File: config.mk
export PLATFORM = sky130hd
export DESIGN_NAME = ram_arbiter
export DESIGN_NICKNAME = d
export VERILOG_FILES = /design/src/rtl/ram_arbiter.sv
export SDC_FILE = /design/constraint.sdc
export NUM_CORES = 1
export LEC_CHECK = 0
export CORE_MARGIN = 4
export CORE_UTILIZATION = 55
export CTS_CLUSTER_DIAMETER = 30
export CTS_CLUSTER_SIZE = 28
export DETAILED_ROUTE_END_ITERATION = 10
export DONT_BUFFER_PORTS = 1
export GPL_TIMING_DRIVEN = 0
export HOLD_SLACK_MARGIN = 0.08
export PLACE_DENSITY = 0.73
export SLEW_MARGIN = 20
export SYNTH_ARGS = -nofsm -noshare
export SYNTH_HDL_FRONTEND = slang
export SYNTH_SLANG_ARGS = --single-unit
File: constraint.sdc
create_clock -name CLK_I -period 4.6 [get_ports CLK_I]
set_input_delay 0.92 -clock CLK_I [delete_from_list [all_inputs] [get_ports CLK_I]]
set_output_delay 0.92 -clock CLK_I [all_outputs]
set_load 0.03 [all_outputs]
File: src/rtl/ram_arbiter.sv
// ram_arbiter
// ---------------------------------------------------------------------------
// Shares one single-port RAM macro (active-low CSb/WEb) between two
// requesters: port A (wishbone slave side) and port B (GPIO pattern
// sequencer). Only one transaction is in flight at a time. Every signal
// driven towards the RAM comes straight from a flop, so the macro sees clean
// edges. Tie-breaks are round-robin, or fixed in favour of A when FIXED_PRIO
// is set.
//
// Parameters
//   AW          RAM word-address width
//   DW          RAM data width
//   RD_LAT      RAM read latency in cycles after the CSb-low cycle (1..7)
//   FIXED_PRIO  0 = round-robin on ties, 1 = port A always wins ties
//
// Ports
//   CLK_I, RST_I                 clock (rising edge), async active-high reset
//   A_REQ / B_REQ                request, held with stable fields until ACK
//   A_WE / B_WE                  1 = write, 0 = read
//   A_ADDR / B_ADDR              word address
//   A_DATA_IN / B_DATA_IN        write data
//   A_DATA_OUT / B_DATA_OUT      registered read data, held after ACK
//   A_ACK / B_ACK                one-cycle completion pulse
//   BUSY                         high whenever the arbiter is not idle
//   RAM_CSb, RAM_WEb             RAM chip select / write enable, active low
//   RAM_ADDR, RAM_DATA_IN        RAM address and write data
//   RAM_DATA_OUT                 RAM read data
// ---------------------------------------------------------------------------
module ram_arbiter #(
    parameter int AW         = 8,
    parameter int DW         = 32,
    parameter int RD_LAT     = 1,
    parameter int FIXED_PRIO = 0
) (
    input  logic          CLK_I,
    input  logic          RST_I,
    input  logic          A_REQ,
    input  logic          A_WE,
    input  logic [AW-1:0] A_ADDR,
    input  logic [DW-1:0] A_DATA_IN,
    output logic [DW-1:0] A_DATA_OUT,
    output logic          A_ACK,
    input  logic          B_REQ,
    input  logic          B_WE,
    input  logic [AW-1:0] B_ADDR,
    input  logic [DW-1:0] B_DATA_IN,
    output logic [DW-1:0] B_DATA_OUT,
    output logic          B_ACK,
    output logic          BUSY,
    output logic          RAM_CSb,
    output logic          RAM_WEb,
    output logic [AW-1:0] RAM_ADDR,
    output logic [DW-1:0] RAM_DATA_IN,
    input  logic [DW-1:0] RAM_DATA_OUT
);

    // Read-latency countdown start value; 3 bits covers the legal range 1..7.
    localparam logic [2:0] LAT_INIT = 3'(RD_LAT);
    localparam logic       FIXED    = (FIXED_PRIO != 0);

    typedef enum logic [1:0] {
        IDLE   = 2'd0,
        ACCESS = 2'd1,
        WAIT   = 2'd2,
        DONE   = 2'd3
    } state_t;

    state_t        state_q, state_d;
    logic          winnerB_q, winnerB_d;   // 1 = port B owns the current transaction
    logic          lastB_q, lastB_d;       // 1 = port B was served most recently
    logic          isWrite_q, isWrite_d;
    logic [2:0]    cnt_q, cnt_d;
    logic          ramCsb_q, ramCsb_d;
    logic          ramWeb_q, ramWeb_d;
    logic [AW-1:0] ramAddr_q, ramAddr_d;
    logic [DW-1:0] ramDin_q, ramDin_d;
    logic          aAck_q, aAck_d;
    logic          bAck_q, bAck_d;
    logic [DW-1:0] aDout_q, aDout_d;
    logic [DW-1:0] bDout_q, bDout_d;

    logic          grantB;
    logic          winWe;
    logic [AW-1:0] winAddr;
    logic [DW-1:0] winData;

    // Arbitration: B wins when it is the only requester, or on a tie when
    // round-robin is active and A was the last one served. Fixed priority
    // hands every tie to A, so B waits until A stops requesting.
    assign grantB  = B_REQ & (~A_REQ | (~FIXED & ~lastB_q));
    assign winWe   = grantB ? B_WE      : A_WE;
    assign winAddr = grantB ? B_ADDR    : A_ADDR;
    assign winData = grantB ? B_DATA_IN : A_DATA_IN;

    // Next-state and output logic. The request fields are only looked at in
    // IDLE; once a transaction is granted everything the RAM sees comes from
    // the registers loaded at that edge, so a requester changing its fields
    // mid-transaction has no effect. CSb/WEb are pulled low for exactly the
    // ACCESS cycle and released at the end of it.
    always_comb begin
        state_d   = state_q;
        winnerB_d = winnerB_q;
        lastB_d   = lastB_q;
        isWrite_d = isWrite_q;
        cnt_d     = cnt_q;
        ramCsb_d  = ramCsb_q;
        ramWeb_d  = ramWeb_q;
        ramAddr_d = ramAddr_q;
        ramDin_d  = ramDin_q;
        aAck_d    = aAck_q;
        bAck_d    = bAck_q;
        aDout_d   = aDout_q;
        bDout_d   = bDout_q;

        case (state_q)
            IDLE: begin
                if (A_REQ || B_REQ) begin
                    winnerB_d = grantB;
                    lastB_d   = grantB;
                    isWrite_d = winWe;
                    ramAddr_d = winAddr;
                    ramDin_d  = winData;
                    ramCsb_d  = 1'b0;
                    ramWeb_d  = ~winWe;
                    state_d   = ACCESS;
                end
            end

            ACCESS: begin
                ramCsb_d = 1'b1;
                ramWeb_d = 1'b1;
                if (isWrite_q) begin
                    aAck_d  = ~winnerB_q;
                    bAck_d  = winnerB_q;
                    state_d = DONE;
                end else begin
                    cnt_d   = LAT_INIT;
                    state_d = WAIT;
                end
            end

            WAIT: begin
                // The count reaches 1 on the edge where the RAM output is
                // valid; data is captured there and nowhere else.
                if (cnt_q == 3'd1) begin
                    if (winnerB_q) begin
                        bDout_d = RAM_DATA_OUT;
                        bAck_d  = 1'b1;
                    end else begin
                        aDout_d = RAM_DATA_OUT;
                        aAck_d  = 1'b1;
                    end
                    state_d = DONE;
                end else begin
                    cnt_d = cnt_q - 3'd1;
                end
            end

            DONE: begin
                // Requests are ignored here so the requester has one edge to
                // drop REQ after seeing ACK without starting a new transaction.
                aAck_d  = 1'b0;
                bAck_d  = 1'b0;
                state_d = IDLE;
            end

            default: begin
                state_d = IDLE;
            end
        endcase
    end

    // State and output registers. Reset abandons any transaction in flight
    // without acknowledging it and leaves last-served pointing at B so that
    // A wins the first tie after reset.
    always_ff @(posedge CLK_I or posedge RST_I) begin
        if (RST_I) begin
            state_q   <= IDLE;
            winnerB_q <= 1'b0;
            lastB_q   <= 1'b1;
            isWrite_q <= 1'b0;
            cnt_q     <= 3'd0;
            ramCsb_q  <= 1'b1;
            ramWeb_q  <= 1'b1;
            ramAddr_q <= '0;
            ramDin_q  <= '0;
            aAck_q    <= 1'b0;
            bAck_q    <= 1'b0;
            aDout_q   <= '0;
            bDout_q   <= '0;
        end else begin
            state_q   <= state_d;
            winnerB_q <= winnerB_d;
            lastB_q   <= lastB_d;
            isWrite_q <= isWrite_d;
            cnt_q     <= cnt_d;
            ramCsb_q  <= ramCsb_d;
            ramWeb_q  <= ramWeb_d;
            ramAddr_q <= ramAddr_d;
            ramDin_q  <= ramDin_d;
            aAck_q    <= aAck_d;
            bAck_q    <= bAck_d;
            aDout_q   <= aDout_d;
            bDout_q   <= bDout_d;
        end
    end

    assign BUSY        = (state_q != IDLE);
    assign RAM_CSb     = ramCsb_q;
    assign RAM_WEb     = ramWeb_q;
    assign RAM_ADDR    = ramAddr_q;
    assign RAM_DATA_IN = ramDin_q;
    assign A_ACK       = aAck_q;
    assign B_ACK       = bAck_q;
    assign A_DATA_OUT  = aDout_q;
    assign B_DATA_OUT  = bDout_q;

endmodule

== After elaboration in Yosys (flattened, before gate mapping) ==
Index checks and enable logic that the tools add are counted.

* Register bits after elaboration: 116

* Add/subtract/negate cells: 1
* Equality and inequality tests: 11
* Mux-type cells: 22
* Bitwise gates (word level): 6
* Reductions and logical operators: 14

{| class="wikitable"
|+ Operator list
! operator !! number
|-
| two-way mux 32 bit || 1
|-
| != test 2 bit, second input constant || 7
|-
| two-way mux 1 bit || 10
|-
| AND reduction 3 bit || 3
|-
| two-way mux 8 bit || 1
|-
| case mux 2 bit (4 select lines) || 1
|-
| AND reduction 4 bit || 2
|-
| two-way mux 3 bit || 2
|-
| case mux 1 bit (3 select lines) || 2
|-
| case mux 3 bit (2 select lines) || 1
|-
| AND reduction 2 bit || 3
|-
| nonzero test 2 bit || 3
|-
| == test 2 bit, second input constant || 2
|-
| two-way mux 2 bit || 2
|-
| inverter 1 bit || 4
|-
| case mux 1 bit (2 select lines) || 2
|-
| == test 3 x 1 -> 1 bit, second input constant || 1
|-
| nonzero test 3 bit || 1
|-
| subtractor 3 x 1 -> 3 bit, second input constant || 1
|-
| == test 2 x 1 -> 1 bit, second input constant || 1
|-
| zero test 2 bit || 1
|-
| AND 1 bit || 1
|-
| logical OR 1 bit || 1
|-
| bitwise OR 1 bit || 1
|}

== Depth between registers and ports, before layout ==
Gate-level depths: netlist (run 1).

* Word-level depth: 7
* Gate-level depth with buffers: 8
* Depth with buffers taken out: 5

== Worst setup path before layout (run 1) ==
Ideal clock, no wire load.

* Path kind: reg-to-output
* Start: register state_q[0]
* End: output BUSY
* Arrival time: 1.072 ns
* Required time: 3.680 ns
* Path slack: 2.608 ns
* Stages on the path, launching flop included: 5
* Cell sequence: dfrtp_1 inv_1 ha_1 buf_4 inv_1

* Cells in the longest elaborated chain, start to end: 1

{| class="wikitable"
|+ Ends and longest elaborated chain
! item !! RTL line !! source
|-
| start, declared || 68 || <nowiki>state_t state_q, state_d;</nowiki>
|-
| start signal, assigned || 192 || <nowiki>state_q <= state_d;</nowiki>
|-
| nonzero test 2 bit || 208 || <nowiki>assign BUSY = (state_q != IDLE);</nowiki>
|-
| end, declared || 49 || <nowiki>output logic BUSY,</nowiki>
|}

Every way passes these cells.

== Final worst setup path (run 1) ==
Ends and elaborated chain as after synthesis.

==> impl_metrics.json, run 1 <==
{
  "area_growth_pct": 15.95,
  "fin_worst_skew_ps": 8.045,
  "slew_headroom_pct": 59.74,
  "final_antenna_net_count": 0,
  "cp_slowest_cell": "dfrtp_1",
  "timing.critical_path.to": "BUSY",
  "via_count": 3080,
  "track_usage_pct": 20.06,
  "grt_overflow": 0,
  "remaining_drc_errors": 0,
  "cts_hold_buf": 0,
  "final_cell_mix": "dfrtp_1, mux2_2, nand2_1",
  "crit_chain": "inv_1, ha_1, buf_4, inv_1",
  "yosysTopAreaCellShare_pct": 56.51,
  "grt_pass1_vias": 3228,
  "r2r_slack_ps": 2520,
  "place_area_um2": 5171,
  "viasPerCell": 5.833,
  "power.switching_uw": 2448,
  "finalSetupViolations": 0,
  "cap_violations": 0,
  "clock_latency_ps": 510,
  "post-route-cell-area_um2": 5802,
  "cpMostUsedCell": "inv_1",
  "synth_seq_cells": 116,
  "hold_violations": 0,
  "coreArea_um2": 8806,
  "async_reset_ff_share_pct": 100.0,
  "cts_made_buffers": 17,
  "fmax_ghz": 0.3759,
  "fin_crit_ps": 2660,
  "min_period_over_period_pct": 57.84,
  "dp_cells": 496,
  "ctsResizeCount": 0,
  "cts_sinks": 116,
  "post_route_cells_drive_above_1_share_pct": 29.05,
  "ys.flop_type": "dfrtp_1",
  "n_antenna_cell": 0,
  "num_rows": 34,
  "synth_largest_area_cell": "dfrtp_1",
  "synth_nets": 513,
  "crit_arrival_ps": 1740,
  "synth_cells": 387,
  "outcome": "completed",
  "synth.area.top_cells": "dfrtp_1, mux2_2, mux2i_1",
  "r2r_start": "state_q[0]",
  "fp.dieH_um": 103.4,
  "p_leak_uw": 0.002593,
  "power.density_nw_per_um2": 950.5,
  "cp_data_required_time_ps": 3680,
  "seq_power_share_pct": 52.6,
  "p_sw_share_pct": 44.38,
  "grt_pass1_wl_um": 16160,
  "initial_utilization_pct": 56.82,
  "antenna_found_initial": 0,
  "crit_start": "state_q[0]",
  "critPathMaxStageDelay_ps": 470,
  "clkTransAtPathRegs_ps": 60,
  "synth_edf_count": 0,
  "hpwlAfterDp_um": 8243,
  "firstDrtPassIters": 4,
  "finalNonFillerCells": 528,
  "cts_tree": "yes",
  "wire_per_inst_um": 20.80,
  "io_pins": 227,
  "ctsHtreeMaxLevel": 4,
  "wl_um": 10990,
  "io_buffers": 0,
  "gp_congestion": 0.7170,
  "clockRootBuffer": "clkbuf_8",
  "ir_drop_v": 0.0004465,
  "hold_path_class": "in -> async",
  "cts_setup_buffers": 0,
  "clkPwrFrac_pct": 25.3,
  "yosysSeqAreaShare_pct": 58.09,
  "die_x_um": 103.4,
  "ff2ff_path_depth": 6,
  "crit_path_max_fanout": 10,
  "rsz0062_at_grt": "false",
  "synth.distinct_cells": 35,
  "pwr-share-comb_pct": 22.1,
  "cts_max_path_buffers": 2,
  "drtIter0Drc": 86,
  "synth_area_um2": 5004,
  "reg2reg_to": "A_DATA_OUT[14]",
  "intPower_uw": 3067,
  "ys_warn_count": 0,
  "mostFrequentLayoutCell": "dfrtp_1",
  "end_kind": "primary output",
  "die_area_um2": 10690,
  "nets": 533,
  "syn_area_per_cell_um2": 12.93,
  "drv_slew": 0,
  "worst_pin_slew_ps": 602.6,
  "critical_path_class": "reg -> out",
  "critPathLaunchType": "register",
  "grt_max_degree": 63
}
## critical path: cells and delay by family, from the launching register on
family | cells | cell delay (ps)
DFF | 1 | 470
adders and majority gates | 1 | 220
buffers and inverters | 3 | 550
## state kept, by name, summed over array words and instances (netlist names)
name / cells
A_DATA_OUT: 32
B_DATA_OUT: 32
RAM_DATA_IN: 32
RAM_ADDR: 8
cnt_q: 3
state_q: 2
A_ACK: 1
B_ACK: 1
RAM_CSb: 1
RAM_WEb: 1
isWrite_q: 1
lastB_q: 1
winnerB_q: 1
## synthesized netlist by cell type, types with 3 or more instances
| master | count |
|---|---|
| inv_1 | 9 |
| nand2_1 | 42 |
| mux2i_1 | 41 |
| a21oi_1 | 4 |
| nor2_1 | 5 |
| mux2_2 | 68 |
| o21ai_0 | 41 |
| ha_1 | 8 |
| a2111oi_0 | 3 |
| dfstp_2 | 3 |
| clkbuf_1 | 7 |
| buf_6 | 3 |
| buf_2 | 4 |
| buf_4 | 8 |
| dfrtp_1 | 113 |
## worst min-delay path by stage
stage	start	end	slack [ps]	cells after the start
2_1_floorplan	isWrite_q	isWrite_q	490	1
3_3_place_gp	isWrite_q	isWrite_q	510	1
3_5_place_dp	lastB_q	lastB_q	520	2
4_1_cts	RST_I	A_ACK	320	1
5_1_grt	RST_I	A_ACK	340	1
6_report	RST_I	A_ACK	310	1
## logic make-up after synthesis
group / count (synthesis) / share of synthesized area (%)
AOI/OAI and AO/OA: 61 / 7.077
adders and majority gates: 8 / 2.001
buffers and inverters: 31 / 3.476
DFF: 116 / 58.09
muxes: 109 / 23.51
and+or+nand+nor: 62 / 5.851
## through the flow
step / setup WS, ps / TNS, ps / hold slack [ps] / util [%] / power, uW
6_report: 1940 / 0 / 310.7 / 65.89 / 5514
5_1_grt: 1847 / 0 / 342.6 / 65.89 / 5796
4_1_cts: 1918 / 0 / 319.1 / 65.89 / 5567
3_5_place_dp: 2464 / 0 / 516.9 / 58.72 / 4162
3_3_place_gp: -451.1 / -50080 / 507.7 / 58.35 / 4072
2_1_floorplan: 612.6 / 0 / 494.8 / - / 3794
## final cells by class
cell class | count | area, um^2
clock inverters | 15 | 216.5
inverters | 9 | 38.79
repair buffers | 1 | 27.53
multi-input cells | 240 | 1923
clock buffers | 17 | 414.1
plain buffers | 22 | 140.1
well taps | 108 | 135.1
flip-flops and latches | 116 | 2907
fillers | 638 | 3004
## power by group through the flow
| stage | Combinational, uW | Clock [uW] | Sequential [uW] |
|---|---|---|---|
| finish | 1220 | 1400 | 2900 |
| global route | 1360 | 1470 | 2970 |
| CTS | 1240 | 1420 | 2920 |
| detailed placement | 1240 | 0 | 2930 |
| global placement | 1160 | 0 | 2910 |
| floorplan | 1020 | 0 | 2770 |
## metal layers
layer / wire, um / vias to the layer above / global-route usage (%)
met1: 4003 / 1506 / 22.04
met4: 221 / 0 / 8.865
li1: - / 1403 / -
met2: 5608 / 155 / 34.12
met3: 1151 / 16 / 8.115
met5: 0 / - / 0
Note: power is estimated with default switching activity, not from simulation.
==> run 2: changes to the inputs <==
--- a/config.mk
+++ b/config.mk
@@ -13,7 +13,7 @@
 export DONT_BUFFER_PORTS = 1
 export GPL_TIMING_DRIVEN = 0
 export HOLD_SLACK_MARGIN = 0.08
-export PLACE_DENSITY = 0.73
+export PLACE_DENSITY = 0.76
 export SLEW_MARGIN = 20
 export SYNTH_ARGS = -nofsm -noshare
 export SYNTH_HDL_FRONTEND = slang
==> constraint.sdc (replaced) <==
create_clock -name CLK_I -period 2.3 [get_ports CLK_I]
set_input_delay 0.46 -clock CLK_I [delete_from_list [all_inputs] [get_ports CLK_I]]
set_output_delay 0.46 -clock CLK_I [all_outputs]
set_load 0.03 [all_outputs]
==> run 2 against run 1 <==
Cell area grew 1.4%. Highest routed layer unchanged. Critical path type unchanged. Combinational power grew 100%. Sequential power grew 100%. Final cell count grew 1.9%. Register-to-register slack lost 2300 ps. Clock skew shrank 1.8 ps. Clock-buffer cell count grew 1. Worst setup slack lost 1800 ps. Non-clock buffer count grew 10. Via count grew 2.1%. Hold slack lost 200 ps. Die area is the same.
==> impl_metrics.json, run 2 (synthesized netlist as in run 1, its figures left out) <==
{
  "fin_crit_ps": 2129,
  "critical_path_class": "reg -> out",
  "busiest_layer": "met2",
  "finalSetupViolations": 0,
  "hold_path_class": "in -> reg",
  "n_antenna_cell": 0,
  "firstDrtPassIters": 6,
  "power.density_nw_per_um2": 1844,
  "io_pins": 227,
  "r2r_start": "state_q[0]",
  "initial_utilization_pct": 56.82,
  "ff2ff_path_depth": 6,
  "critPathMaxStageDelay_ps": 450,
  "hold_violations": 0,
  "remaining_drc_errors": 0,
  "viasPerCell": 5.846,
  "finalPower_uw": 10850,
  "area_growth_pct": 17.60,
  "hold_path_depth": 1,
  "cap_violations": 0,
  "cts_made_buffers": 17,
  "crit_start": "state_q[0]",
  "mostFrequentLayoutCell": "dfrtp_1",
  "fin_util_pct": 66.82,
  "n_fill_cell": 648,
  "critPathLaunchType": "register",
  "crit_path_max_fanout": 10,
  "die_area_um2": 10690,
  "crit_arrival_ps": 1670,
  "gp_congestion": 0.7924,
  "fin_worst_skew_ps": 6.218,
  "drtIter0Drc": 49,
  "fmax_ghz": 0.4698,
  "via_count": 3145,
  "fp.dieH_um": 103.4,
  "use_met2_pct": 37.55,
  "outcome": "completed",
  "end_kind": "primary output",
  "cts_sinks": 116,
  "wire_per_inst_um": 21.49,
  "p_leak_uw": 0.002610,
  "cts_tree": "yes",
  "clkTransAtPathRegs_ps": 60,
  "grt_util_met1_pct": 21.78,
  "r2r_slack_ps": 250,
  "die_x_um": 103.4,
  "use_met3_pct": 9.121,
  "grt_pass1_vias": 3446,
  "num_rows": 34,
  "worst_pin_slew_ps": 604.6,
  "rsz0062_at_grt": "false",
  "clock_latency_ps": 500,
  "slew_headroom_pct": 59.60,
  "min_period_over_period_pct": 92.55,
  "ir_drop_v": 0.0007410,
  "cp_data_required_time_ps": 1840,
  "wl_um": 11560,
  "clockRootBuffer": "clkbuf_8",
  "antenna_found_initial": 0,
  "hpwlAfterDp_um": 8701,
  "reg2reg_to": "A_DATA_OUT[12]",
  "cts_max_path_buffers": 2,
  "io_buffers": 0,
  "post_route_cells_drive_above_1_share_pct": 29.30,
  "final_cell_mix": "dfrtp_1, mux2_2, nand2_1",
  "nets": 543,
  "crit_chain": "inv_1, ha_1, buf_4, clkinvlp_4",
  "final_antenna_net_count": 0,
  "grt_max_degree": 33,
  "drv_slew": 0,
  "track_usage_pct": 21.07,
  "ctsHtreeMaxLevel": 4,
  "grt_pass1_wl_um": 16890,
  "coreArea_um2": 8806,
  "timing.critical_path.to": "BUSY",
  "grt_overflow": 0,
  "cp_slowest_cell": "dfrtp_1"
}
-- run 2: cell types whose count changed in the layout (fill, tap and decap cells not counted) --
cell	delta
dlygate4sd3_1	+7
clkinv_2	+1
bufinv_16	-2
clkinvlp_4	+5
inv_1	-1
buf_12	+3
inv_6	-3
inv_8	-2
clkbuf_8	+1
clkinv_4	+1
-- run 2: layer usage --
metal	part of all wire, %	wire length (um)	vias to the layer above
met1	34	3933	1544
met2	54	6211	167
met3	11	1263	16
met5	0	0	-
li1	-	-	1418
met4	1.3	154	0
-- run 2: stage by stage --
step | cells | TNS, ps | hold WS (ps) | setup slack (ps) | area [um^2]
6_report | 538 | 0 | 106.1 | 171.5 | 5884
5_1_grt | 538 | 0 | 80.72 | 53.43 | 5884
4_1_cts | 533 | 0 | 80.83 | 69.00 | 5831
3_5_place_dp | 499 | 0 | 299.0 | 236.7 | 5230
3_3_place_gp | 495 | -8217 | 508.4 | -77.38 | 5142
2_1_floorplan | 387 | 0 | 494.8 | 429.0 | 5007
-- run 2: timing repair --
action                                  CTS  global route
hold buffers                              2             5
buffers inserted                          0             0
endpoints found under the hold margin    69             5
endpoints found under the setup margin    0             1
gates resized for setup                   0             1
-- run 2: worst min path at each step --
stage | startpoint | endpoint | slack [ps]
floorplan | isWrite_q | isWrite_q | 490
global placement | lastB_q | lastB_q | 510
detailed placement | RST_I | A_DATA_OUT[22] | 300
CTS | RAM_DATA_OUT[13] | B_DATA_OUT[13] | 80
global route | RAM_DATA_OUT[20] | B_DATA_OUT[20] | 80
finish | RAM_DATA_OUT[5] | B_DATA_OUT[5] | 110
-- run 2: final cells by class --
cell class                 instances  area [um^2]  area share [%]
buffer                            22        140.1           2.381
tap                              108        135.1           2.296
timing repair buffer              11        157.7           2.679
sequential                       116         2907           49.39
clock buffer                      18        427.9           7.272
clock inverter                    14        152.6           2.594
multi-input combinational        240         1923           32.68
inverter                           9        41.29          0.7017
-- run 2: power breakdown --
part           internal [uW]  total (uW)  leakage (uW)  switching (uW)
logic                   1290        2490      0.000955            1200
clock network           1580        2540      0.000274             966
registers               3070        5810       0.00138            2740
-- run 2: critical path: cells and delay by family (launching register included) --
| kind | cells | cell delay [ps] |
|---|---|---|
| buffers and inverters | 3 | 550 |
| adder cells (fa/ha/maj) | 1 | 170 |
| flip-flops | 1 | 450 |
